--- src/rtl/tcm_xbar_if.sv ---
// Bus bundle for tcm_xbar: the fetch and LSU request/response channels plus the ITCM and DTCM SRAM macro pins.
// The slave modport is the crossbar's view of the bundle; the master modport is the core/SRAM environment's view.
interface tcm_xbar_if #(
  parameter int ITCM_AW = 16,
  parameter int DTCM_AW = 16
) ();
  logic               if_req;
  logic [28:0]        if_addr;
  logic               if_gnt;
  logic               if_rvalid;
  logic [63:0]        if_rdata;

  logic               lsu_req;
  logic               lsu_we;
  logic [31:0]        lsu_addr;
  logic [3:0]         lsu_ben;
  logic [31:0]        lsu_wdata;
  logic               lsu_gnt;
  logic               lsu_rvalid;
  logic [31:0]        lsu_rdata;
  logic               lsu_err;

  logic               itcm_csn0;
  logic               itcm_csn1;
  logic               itcm_wen;
  logic [ITCM_AW-1:0] itcm_addr;
  logic [7:0]         itcm_ben;
  logic [63:0]        itcm_din;
  logic [63:0]        itcm_dout;

  logic               dtcm_csn;
  logic               dtcm_wen;
  logic [DTCM_AW-1:0] dtcm_addr;
  logic [3:0]         dtcm_ben;
  logic [31:0]        dtcm_din;
  logic [31:0]        dtcm_dout;

  modport slave (
    input  if_req, if_addr, lsu_req, lsu_we, lsu_addr, lsu_ben, lsu_wdata,
           itcm_dout, dtcm_dout,
    output if_gnt, if_rvalid, if_rdata, lsu_gnt, lsu_rvalid, lsu_rdata, lsu_err,
           itcm_csn0, itcm_csn1, itcm_wen, itcm_addr, itcm_ben, itcm_din,
           dtcm_csn, dtcm_wen, dtcm_addr, dtcm_ben, dtcm_din
  );

  modport master (
    output if_req, if_addr, lsu_req, lsu_we, lsu_addr, lsu_ben, lsu_wdata,
           itcm_dout, dtcm_dout,
    input  if_gnt, if_rvalid, if_rdata, lsu_gnt, lsu_rvalid, lsu_rdata, lsu_err,
           itcm_csn0, itcm_csn1, itcm_wen, itcm_addr, itcm_ben, itcm_din,
           dtcm_csn, dtcm_wen, dtcm_addr, dtcm_ben, dtcm_din
  );
endinterface

--- src/rtl/tcm_xbar.sv ---
// 2-master / 2-slave TCM crossbar: fetch and LSU onto ITCM (64-bit) and DTCM (32-bit) with starvation-bounded arbitration.
// Optional macro TCM_XBAR_ERR_EN: unmapped LSU accesses get an error response instead of aliasing to DTCM.
module tcm_xbar #(
  parameter int                BASE_W     = 8,
  parameter logic [BASE_W-1:0] ITCM_BASE  = 8'h80,
  parameter logic [BASE_W-1:0] DTCM_BASE  = 8'h90,
  parameter int                ITCM_AW    = 16,
  parameter int                DTCM_AW    = 16,
  parameter int                STARVE_MAX = 4
) (
  input logic        clk,
  input logic        cpurst,
  tcm_xbar_if.slave  bus
);

  typedef enum logic [1:0] {
    SRC_ITCM = 2'd0,
    SRC_DTCM = 2'd1,
    SRC_ERR  = 2'd2
  } src_e;

  logic [BASE_W-1:0] w_tag;
  logic              w_hitI;
  logic              w_dtcmTag;
  logic              w_hitD;
  logic              w_unmapped;
  logic              w_fetchWins;
  logic              w_ifGnt;
  logic              w_lsuGnt;
  logic              w_unused;

  logic [7:0]        r_starveCnt;
  logic              r_ifPend;
  logic              r_lsuPend;
  src_e              r_lsuSrc;
  logic              r_lsuHi;
  logic              r_lsuWr;

  assign w_tag     = bus.lsu_addr[31:32-BASE_W];
  assign w_hitI    = (w_tag == ITCM_BASE);
  assign w_dtcmTag = (w_tag == DTCM_BASE);

`ifdef TCM_XBAR_ERR_EN
  assign w_hitD     = w_dtcmTag;
  assign w_unmapped = !w_hitI && !w_dtcmTag;
`else
  // Anything that is not ITCM falls through to DTCM.
  assign w_hitD     = w_dtcmTag || !w_hitI;
  assign w_unmapped = 1'b0;
`endif

  assign w_unused = ^{bus.lsu_addr, bus.if_addr};

  assign w_fetchWins = bus.if_req && (r_starveCnt == 8'(STARVE_MAX));
  assign w_lsuGnt    = !cpurst && bus.lsu_req && !(w_hitI && w_fetchWins);
  assign w_ifGnt     = !cpurst && bus.if_req && !(bus.lsu_req && w_hitI && !w_fetchWins);

  assign bus.if_gnt  = w_ifGnt;
  assign bus.lsu_gnt = w_lsuGnt;

  // LSU and fetch grants onto ITCM are mutually exclusive, so the LSU branch can take priority.
  always_comb begin
    bus.itcm_csn0 = 1'b1;
    bus.itcm_csn1 = 1'b1;
    bus.itcm_wen  = 1'b1;
    bus.itcm_addr = '0;
    bus.itcm_ben  = '0;
    bus.itcm_din  = '0;
    if (w_lsuGnt && w_hitI) begin
      bus.itcm_csn0 = bus.lsu_addr[2];
      bus.itcm_csn1 = !bus.lsu_addr[2];
      bus.itcm_wen  = !bus.lsu_we;
      bus.itcm_addr = bus.lsu_addr[ITCM_AW+2:3];
      bus.itcm_ben  = bus.lsu_addr[2] ? {bus.lsu_ben, 4'h0} : {4'h0, bus.lsu_ben};
      bus.itcm_din  = {bus.lsu_wdata, bus.lsu_wdata};
    end else if (w_ifGnt) begin
      bus.itcm_csn0 = 1'b0;
      bus.itcm_csn1 = 1'b0;
      bus.itcm_addr = bus.if_addr[ITCM_AW-1:0];
      bus.itcm_ben  = 8'hff;
    end
  end

  always_comb begin
    bus.dtcm_csn  = 1'b1;
    bus.dtcm_wen  = 1'b1;
    bus.dtcm_addr = '0;
    bus.dtcm_ben  = '0;
    bus.dtcm_din  = '0;
    if (w_lsuGnt && w_hitD) begin
      bus.dtcm_csn  = 1'b0;
      bus.dtcm_wen  = !bus.lsu_we;
      bus.dtcm_addr = bus.lsu_addr[DTCM_AW+1:2];
      bus.dtcm_ben  = bus.lsu_ben;
      bus.dtcm_din  = bus.lsu_wdata;
    end
  end

  always_ff @(posedge clk) begin
    if (cpurst) begin
      r_ifPend    <= 1'b0;
      r_lsuPend   <= 1'b0;
      r_lsuSrc    <= SRC_ITCM;
      r_lsuHi     <= 1'b0;
      r_lsuWr     <= 1'b0;
      r_starveCnt <= '0;
    end else begin
      r_ifPend  <= w_ifGnt;
      r_lsuPend <= w_lsuGnt;
      if (w_lsuGnt) begin
        r_lsuSrc <= w_unmapped ? SRC_ERR : (w_hitI ? SRC_ITCM : SRC_DTCM);
        r_lsuHi  <= bus.lsu_addr[2];
        r_lsuWr  <= bus.lsu_we;
      end
      // Counts consecutive denials of a waiting fetch, saturating at the win threshold.
      if (!bus.if_req || w_ifGnt) begin
        r_starveCnt <= '0;
      end else if (r_starveCnt != 8'(STARVE_MAX)) begin
        r_starveCnt <= r_starveCnt + 8'd1;
      end
    end
  end

  always_comb begin
    bus.if_rvalid  = r_ifPend;
    bus.if_rdata   = r_ifPend ? bus.itcm_dout : '0;
    bus.lsu_rvalid = r_lsuPend;
    bus.lsu_rdata  = '0;
    if (r_lsuPend && !r_lsuWr) begin
      case (r_lsuSrc)
        SRC_ITCM: bus.lsu_rdata = r_lsuHi ? bus.itcm_dout[63:32] : bus.itcm_dout[31:0];
        SRC_DTCM: bus.lsu_rdata = bus.dtcm_dout;
        default:  bus.lsu_rdata = '0;
      endcase
    end
  end

`ifdef TCM_XBAR_ERR_EN
  assign bus.lsu_err = r_lsuPend && (r_lsuSrc == SRC_ERR);
`else
  assign bus.lsu_err = 1'b0;
`endif

endmodule

--- src/flat_wrapper.sv ---
// flat-port wrapper written by rule: the top's interface ports become plain ports
module tcm_xbar_flat 
#(
  parameter int                BASE_W     = 8,
  parameter logic [BASE_W-1:0] ITCM_BASE  = 8'h80,
  parameter logic [BASE_W-1:0] DTCM_BASE  = 8'h90,
  parameter int                ITCM_AW    = 16,
  parameter int                DTCM_AW    = 16,
  parameter int                STARVE_MAX = 4
)
  (clk, cpurst, bus_if_req, bus_if_addr, bus_lsu_req, bus_lsu_we, bus_lsu_addr, bus_lsu_ben, bus_lsu_wdata, bus_itcm_dout, bus_dtcm_dout, bus_if_gnt, bus_if_rvalid, bus_if_rdata, bus_lsu_gnt, bus_lsu_rvalid, bus_lsu_rdata, bus_lsu_err, bus_itcm_csn0, bus_itcm_csn1, bus_itcm_wen, bus_itcm_addr, bus_itcm_ben, bus_itcm_din, bus_dtcm_csn, bus_dtcm_wen, bus_dtcm_addr, bus_dtcm_ben, bus_dtcm_din);
  tcm_xbar_if #(.ITCM_AW(ITCM_AW), .DTCM_AW(DTCM_AW)) bus_i ();
  input logic clk;
  input logic cpurst;
  input wire logic [$bits(bus_i.if_req)-1:0] bus_if_req;
  input wire logic [$bits(bus_i.if_addr)-1:0] bus_if_addr;
  input wire logic [$bits(bus_i.lsu_req)-1:0] bus_lsu_req;
  input wire logic [$bits(bus_i.lsu_we)-1:0] bus_lsu_we;
  input wire logic [$bits(bus_i.lsu_addr)-1:0] bus_lsu_addr;
  input wire logic [$bits(bus_i.lsu_ben)-1:0] bus_lsu_ben;
  input wire logic [$bits(bus_i.lsu_wdata)-1:0] bus_lsu_wdata;
  input wire logic [$bits(bus_i.itcm_dout)-1:0] bus_itcm_dout;
  input wire logic [$bits(bus_i.dtcm_dout)-1:0] bus_dtcm_dout;
  output wire logic [$bits(bus_i.if_gnt)-1:0] bus_if_gnt;
  output wire logic [$bits(bus_i.if_rvalid)-1:0] bus_if_rvalid;
  output wire logic [$bits(bus_i.if_rdata)-1:0] bus_if_rdata;
  output wire logic [$bits(bus_i.lsu_gnt)-1:0] bus_lsu_gnt;
  output wire logic [$bits(bus_i.lsu_rvalid)-1:0] bus_lsu_rvalid;
  output wire logic [$bits(bus_i.lsu_rdata)-1:0] bus_lsu_rdata;
  output wire logic [$bits(bus_i.lsu_err)-1:0] bus_lsu_err;
  output wire logic [$bits(bus_i.itcm_csn0)-1:0] bus_itcm_csn0;
  output wire logic [$bits(bus_i.itcm_csn1)-1:0] bus_itcm_csn1;
  output wire logic [$bits(bus_i.itcm_wen)-1:0] bus_itcm_wen;
  output wire logic [$bits(bus_i.itcm_addr)-1:0] bus_itcm_addr;
  output wire logic [$bits(bus_i.itcm_ben)-1:0] bus_itcm_ben;
  output wire logic [$bits(bus_i.itcm_din)-1:0] bus_itcm_din;
  output wire logic [$bits(bus_i.dtcm_csn)-1:0] bus_dtcm_csn;
  output wire logic [$bits(bus_i.dtcm_wen)-1:0] bus_dtcm_wen;
  output wire logic [$bits(bus_i.dtcm_addr)-1:0] bus_dtcm_addr;
  output wire logic [$bits(bus_i.dtcm_ben)-1:0] bus_dtcm_ben;
  output wire logic [$bits(bus_i.dtcm_din)-1:0] bus_dtcm_din;
  assign bus_i.if_req = bus_if_req;
  assign bus_i.if_addr = bus_if_addr;
  assign bus_i.lsu_req = bus_lsu_req;
  assign bus_i.lsu_we = bus_lsu_we;
  assign bus_i.lsu_addr = bus_lsu_addr;
  assign bus_i.lsu_ben = bus_lsu_ben;
  assign bus_i.lsu_wdata = bus_lsu_wdata;
  assign bus_i.itcm_dout = bus_itcm_dout;
  assign bus_i.dtcm_dout = bus_dtcm_dout;
  assign bus_if_gnt = bus_i.if_gnt;
  assign bus_if_rvalid = bus_i.if_rvalid;
  assign bus_if_rdata = bus_i.if_rdata;
  assign bus_lsu_gnt = bus_i.lsu_gnt;
  assign bus_lsu_rvalid = bus_i.lsu_rvalid;
  assign bus_lsu_rdata = bus_i.lsu_rdata;
  assign bus_lsu_err = bus_i.lsu_err;
  assign bus_itcm_csn0 = bus_i.itcm_csn0;
  assign bus_itcm_csn1 = bus_i.itcm_csn1;
  assign bus_itcm_wen = bus_i.itcm_wen;
  assign bus_itcm_addr = bus_i.itcm_addr;
  assign bus_itcm_ben = bus_i.itcm_ben;
  assign bus_itcm_din = bus_i.itcm_din;
  assign bus_dtcm_csn = bus_i.dtcm_csn;
  assign bus_dtcm_wen = bus_i.dtcm_wen;
  assign bus_dtcm_addr = bus_i.dtcm_addr;
  assign bus_dtcm_ben = bus_i.dtcm_ben;
  assign bus_dtcm_din = bus_i.dtcm_din;
  tcm_xbar #(.BASE_W(BASE_W), .ITCM_BASE(ITCM_BASE), .DTCM_BASE(DTCM_BASE), .ITCM_AW(ITCM_AW), .DTCM_AW(DTCM_AW), .STARVE_MAX(STARVE_MAX)) u_core (.clk(clk), .cpurst(cpurst), .bus(bus_i));
endmodule
--- config.mk ---
export PLATFORM = sky130hd
export DESIGN_NAME = tcm_xbar_flat
export DESIGN_NICKNAME = d
export VERILOG_FILES = /design/src/rtl/tcm_xbar_if.sv /design/src/rtl/tcm_xbar.sv /design/src/flat_wrapper.sv
export SDC_FILE = /design/constraint.sdc
export NUM_CORES = 1
export LEC_CHECK = 0
export ABC_AREA = 1
export BUFFER_PORTS_ARGS = -buffer_cell sky130_fd_sc_hd__buf_2
export CAP_MARGIN = 20
export CORE_AREA = 8 8 167 169
export DETAILED_ROUTE_END_ITERATION = 7
export DIE_AREA = 0 0 175 177
export PLACE_DENSITY = 0.39
export SYNTH_ARGS = -nofsm -noshare
export SYNTH_HDL_FRONTEND = slang
export SYNTH_SLANG_ARGS = --single-unit
--- constraint.sdc ---
create_clock -name clk -period 2.15 [get_ports clk]
set_input_delay 0.43 -clock clk [delete_from_list [all_inputs] [get_ports clk]]
set_output_delay 0.43 -clock clk [all_outputs]
set_load 0.03 [all_outputs]
# Word-level counts from Yosys, hierarchy flattened
# Cells that the tools add are included.
# totals
output_inout_bits	246
input_bits	198
wordCells	56
reg_bits	14
# classes
add_sub_neg	1
eq_ne	5
mux	20
n_reduce_logical	24
# op_table
cell	n
2-to-1 mux 64 bit	2
2-to-1 mux 32 bit	3
one-hot mux 32 bit (2 select lines)	1
2-to-1 mux 16 bit	3
2-to-1 mux 8 bit	3
equality test 8 bit, second input constant	2
logical AND 1 bit	11
logical NOT 1 bit	9
adder 8 x 1 -> 8 bit, second input constant	1
equality test 8 x 3 -> 1 bit, second input constant	1
inequality test 8 x 3 -> 1 bit, second input constant	1
2-to-1 mux 1 bit	7
2-to-1 mux 4 bit	1
equality test 2 x 1 -> 1 bit, second input constant	1
logical NOT 2 bit	1
logical OR 1 bit	2
OR reduction 2 bit	1

# Logic depth before layout (Yosys ltp)
# logic_depth
word_depth	8
mapped_depth	10

# Least setup slack after synthesis
# Ideal clock, no wire load.
# synth_timing
path_type	register to output
from	register u_core.r_starveCnt[0]
to	output port bus_itcm_din[53]
stages_incl_launch_ff	11
arrival_time_ps	1959
path_slack_ps	-239
path_cell_list	dfxtp_1 > inv_1 > ha_1 > nand3_2 > nor2_4 > nand2_4 > nand3_4 > buf_6 > buf_6 > nor2_1 > buf_4
# synth_between
elab_chain_len	7
# synth_lines
item	line	source
start, declared	tcm_xbar.sv:32	logic [7:0] r_starveCnt;
start signal, assigned	tcm_xbar.sv:119	r_starveCnt <= r_starveCnt + 8'd1;
equality test 8 x 3 -> 1 bit	tcm_xbar.sv:54	assign w_fetchWins = bus.if_req && (r_starveCnt == 8'(STARVE_MAX));
logical AND 1 bit	tcm_xbar.sv:54	
logical AND 1 bit	tcm_xbar.sv:55	assign w_lsuGnt = !cpurst && bus.lsu_req && !(w_hitI && w_fetchWins);
logical NOT 1 bit	tcm_xbar.sv:55	
logical AND 1 bit	tcm_xbar.sv:55	
logical AND 1 bit	tcm_xbar.sv:69	if (w_lsuGnt && w_hitI) begin
2-to-1 mux 64 bit	tcm_xbar.sv:69	
end, declared	flat_wrapper.sv:36	output wire logic [$bits(bus_i.itcm_din)-1:0] bus_itcm_din;
# No other way between the ends.

# Worst setup path after layout
# layout_timing
from	register u_core.r_starveCnt[0]
to	output port bus_itcm_din[18]
# The elaborated chain is that of the path after synthesis.

==> out/qor.txt <==
Critical Path Source: u_core.r_starveCnt[0]
Period Utilization, post-route: 102%
pre-CTS WS: -20.8 ps
first-pass GRT wire length: 30.4 mm
Detail Route Antenna Nets: 0
Starting Density: 13.2%
CP max stage delay: 320 ps
Hold WC Path Type: in -> reg
Post-Layout Cell Count: 1404
WP data arrival: 1760 ps
Most Crowded Layer GR: met2
pin count of the biggest net entering global routing: 66
Final WS setup: -40.2 ps
pwr dens: 262 nW/um2
YS warnings: 0
CTS Root Cell: clkbuf_16
CTS Sinks: 13
final setup vio count: 25
CTS max path bufs: 2
chip width: 175 um
P_leak: 0.00467 uW
FMAX: 457 MHz
CP bufs+invs: 3
minimum clock period: 2190 ps
CTS tree: yes
Via density: 3.81
GR Layer Usage met2: 22.3%
vias in the first global route: 5435
IO Port Bufs: 422
# IOs: 444
DRT Wirelength: 22.0 mm
WL/cell: 15.7 um
Worst Path Max Fanout: 28
initial antenna violation count: 0
CP Launch Type: register
proportion of layout cells with a drive suffix above 1: 52.8%
RSZ-0062 raised after global routing: true
status: finished, violations left
Die Ht: 177 um
die area: 31000 um2
HPWL Detailed: 17.9 mm
H-tree depth: 1
final core utilization: 26.7%
R2R Path Start: u_core.r_starveCnt[0]
Final Skew: 1.97 ps
area grow syn2layout: 102%
final-layout fill cell count: 2961
CP top delay family: simple AND/OR/NAND/NOR gates
total gr overflow: 0
cts bufs inserted: 3
Worst-Skew Late Latency: 240 ps
Slew Limit Fails: 0
Critical Path, Cell by Cell: inv_2 -> ha_4 -> nand3_4 -> nor2_4 -> nand2_4 -> nand3_4 -> buf_12 -> nor2_1 -> buf_4
hold path startpoint: bus_if_req
Slowest cell on crit path: dfxtp_2
synthesized area per cell: 5.05 um2
M3 GR Usage: 4.03%
Worst Path Required: 1720 ps
initial DRC count: 129
Placer Congestion: 0.781
placed instance count: 1387
clk slew on worst S/H paths: 50 ps
Crit Path Category: reg -> out
# rows: 59
Worst VDD drop: 178 uV
Nets: 1269
max cap viols: 0
Fin. Hold Viols: 0
# DRC: 0
Seq cells post-synth: 13
DR pass1 iterations: 4
CP Capture Type: primary output
post-synthesis cell count: 668
All-Layer GR Usage: 12.1%
Critical Path Most Common Cell: nand3_4
syn_nets: 868
mapped cell area: 3370 um2
violated checks: negative setup slack
met1 GRT Util: 13.7%
worst hold slack: 480 ps
post-synthesis cell type count: 28
Seq/Total Area, Yosys: 7.71%
core area: 25500 um2
vias post-DR: 5345
## placed cells by master (no fill, tap or decap), types with 3 or more instances in the layout
master	n
buf_12	11
nand4_1	7
clkbuf_16	6
dfxtp_1	8
nor2_4	17
o21ai_2	3
buf_4	67
nor2_2	22
inv_2	4
clkbuf_4	5
nor2_1	63
mux2_2	32
o21ai_0	32
nand2_2	6
nand3_1	22
inv_1	197
a21oi_1	40
nand2_1	122
buf_2	316
nor3_1	3
buf_6	60
dfxtp_2	5
## metrics by stage
step           area (um2)  total power [uW]  setup TNS, ps
6_report             6800              1780           -493
5_1_grt              6800              1900          -5820
4_1_cts              6320              1740          -1160
3_5_place_dp         5900              1350          -27.7
3_3_place_gp         5900              1350          -42.4
2_1_floorplan        3450               879          -3240
## routing by layer
layer  part of all wire [%]  vias up
li1                       -     2706
met1                     40     2367
met2                     51      266
met3                    9.0        6
met4                   0.38        0
met5                      0        -
## area by class of cell
cell class	instances	area [um2]	area share (%)
antenna	1	2.50	0.0368
clock buffer	4	78.8	1.16
inverter	202	763	11.2
multi-input combinational	386	2170	31.9
sequential	13	267	3.92
tap	335	419	6.16
timing repair buffer	462	3090	45.5
timing repair inverter	1	8.76	0.129
## cells by family (layout without fill, tap and decap cells)
| logic type | after synthesis | count (layout) | synth area share (%) |
|---|---|---|---|
| and+or+nand+nor | 269 | 269 | 33.3 |
| buffers and inverters | 269 | 669 | 35.0 |
| AOI/OAI and AO/OA | 80 | 80 | 11.9 |
| muxes | 32 | 32 | 10.7 |
| DFF | 13 | 13 | 7.71 |
| adders and majority gates | 2 | 2 | 0.741 |
| xor gates and xnor gates | 2 | 2 | 0.519 |
| other | 1 | 2 | 0.111 |
## cells in the mapped netlist, drive strengths merged
master | n | area share [%]
ha | 2 | 0.74
nor3 | 4 | 0.74
buf | 49 | 10
nand4 | 7 | 1.3
o21ai | 38 | 5.6
nand2 | 131 | 15
a21oi | 40 | 5.9
xnor2 | 2 | 0.52
dfxtp | 13 | 7.7
a31oi | 2 | 0.37
clkbuf | 18 | 2.0
conb | 1 | 0.11
nor2 | 102 | 12
and3 | 1 | 0.19
mux2 | 32 | 11
inv | 202 | 22
nand3 | 24 | 4.1
## sequential cells by signal, indices dropped and copies added (netlist names)
name / cells
u_core.bus.if_rvalid: 1
u_core.bus.lsu_rvalid: 1
u_core.r_lsuHi: 1
u_core.r_lsuSrc: 1
u_core.r_lsuWr: 1
u_core.r_starveCnt: 8
## report_power, final
group          internal [uW]  total [uW]  switching (uW)
logic                    440        1170             734
clock network            250         354             104
registers                249         257            8.12
## repair_timing
item,4_1_cts,5_1_grt
resized for setup,109,146
gates cloned,0,7
pin swaps,2,4
endpoints found under the setup margin,93,137
setup buffers,3,3
hold buffers,0,0
## final timing paths
check                          end  slack [ps]  cells after the start
max               bus_itcm_din[18]         -40                      9
min          u_core.bus.lsu_rvalid         480                      2
max reg2reg  u_core.r_starveCnt[4]         430                     10
min reg2reg         u_core.r_lsuWr         500                      2
Note: power is estimated with default switching activity, not from simulation.
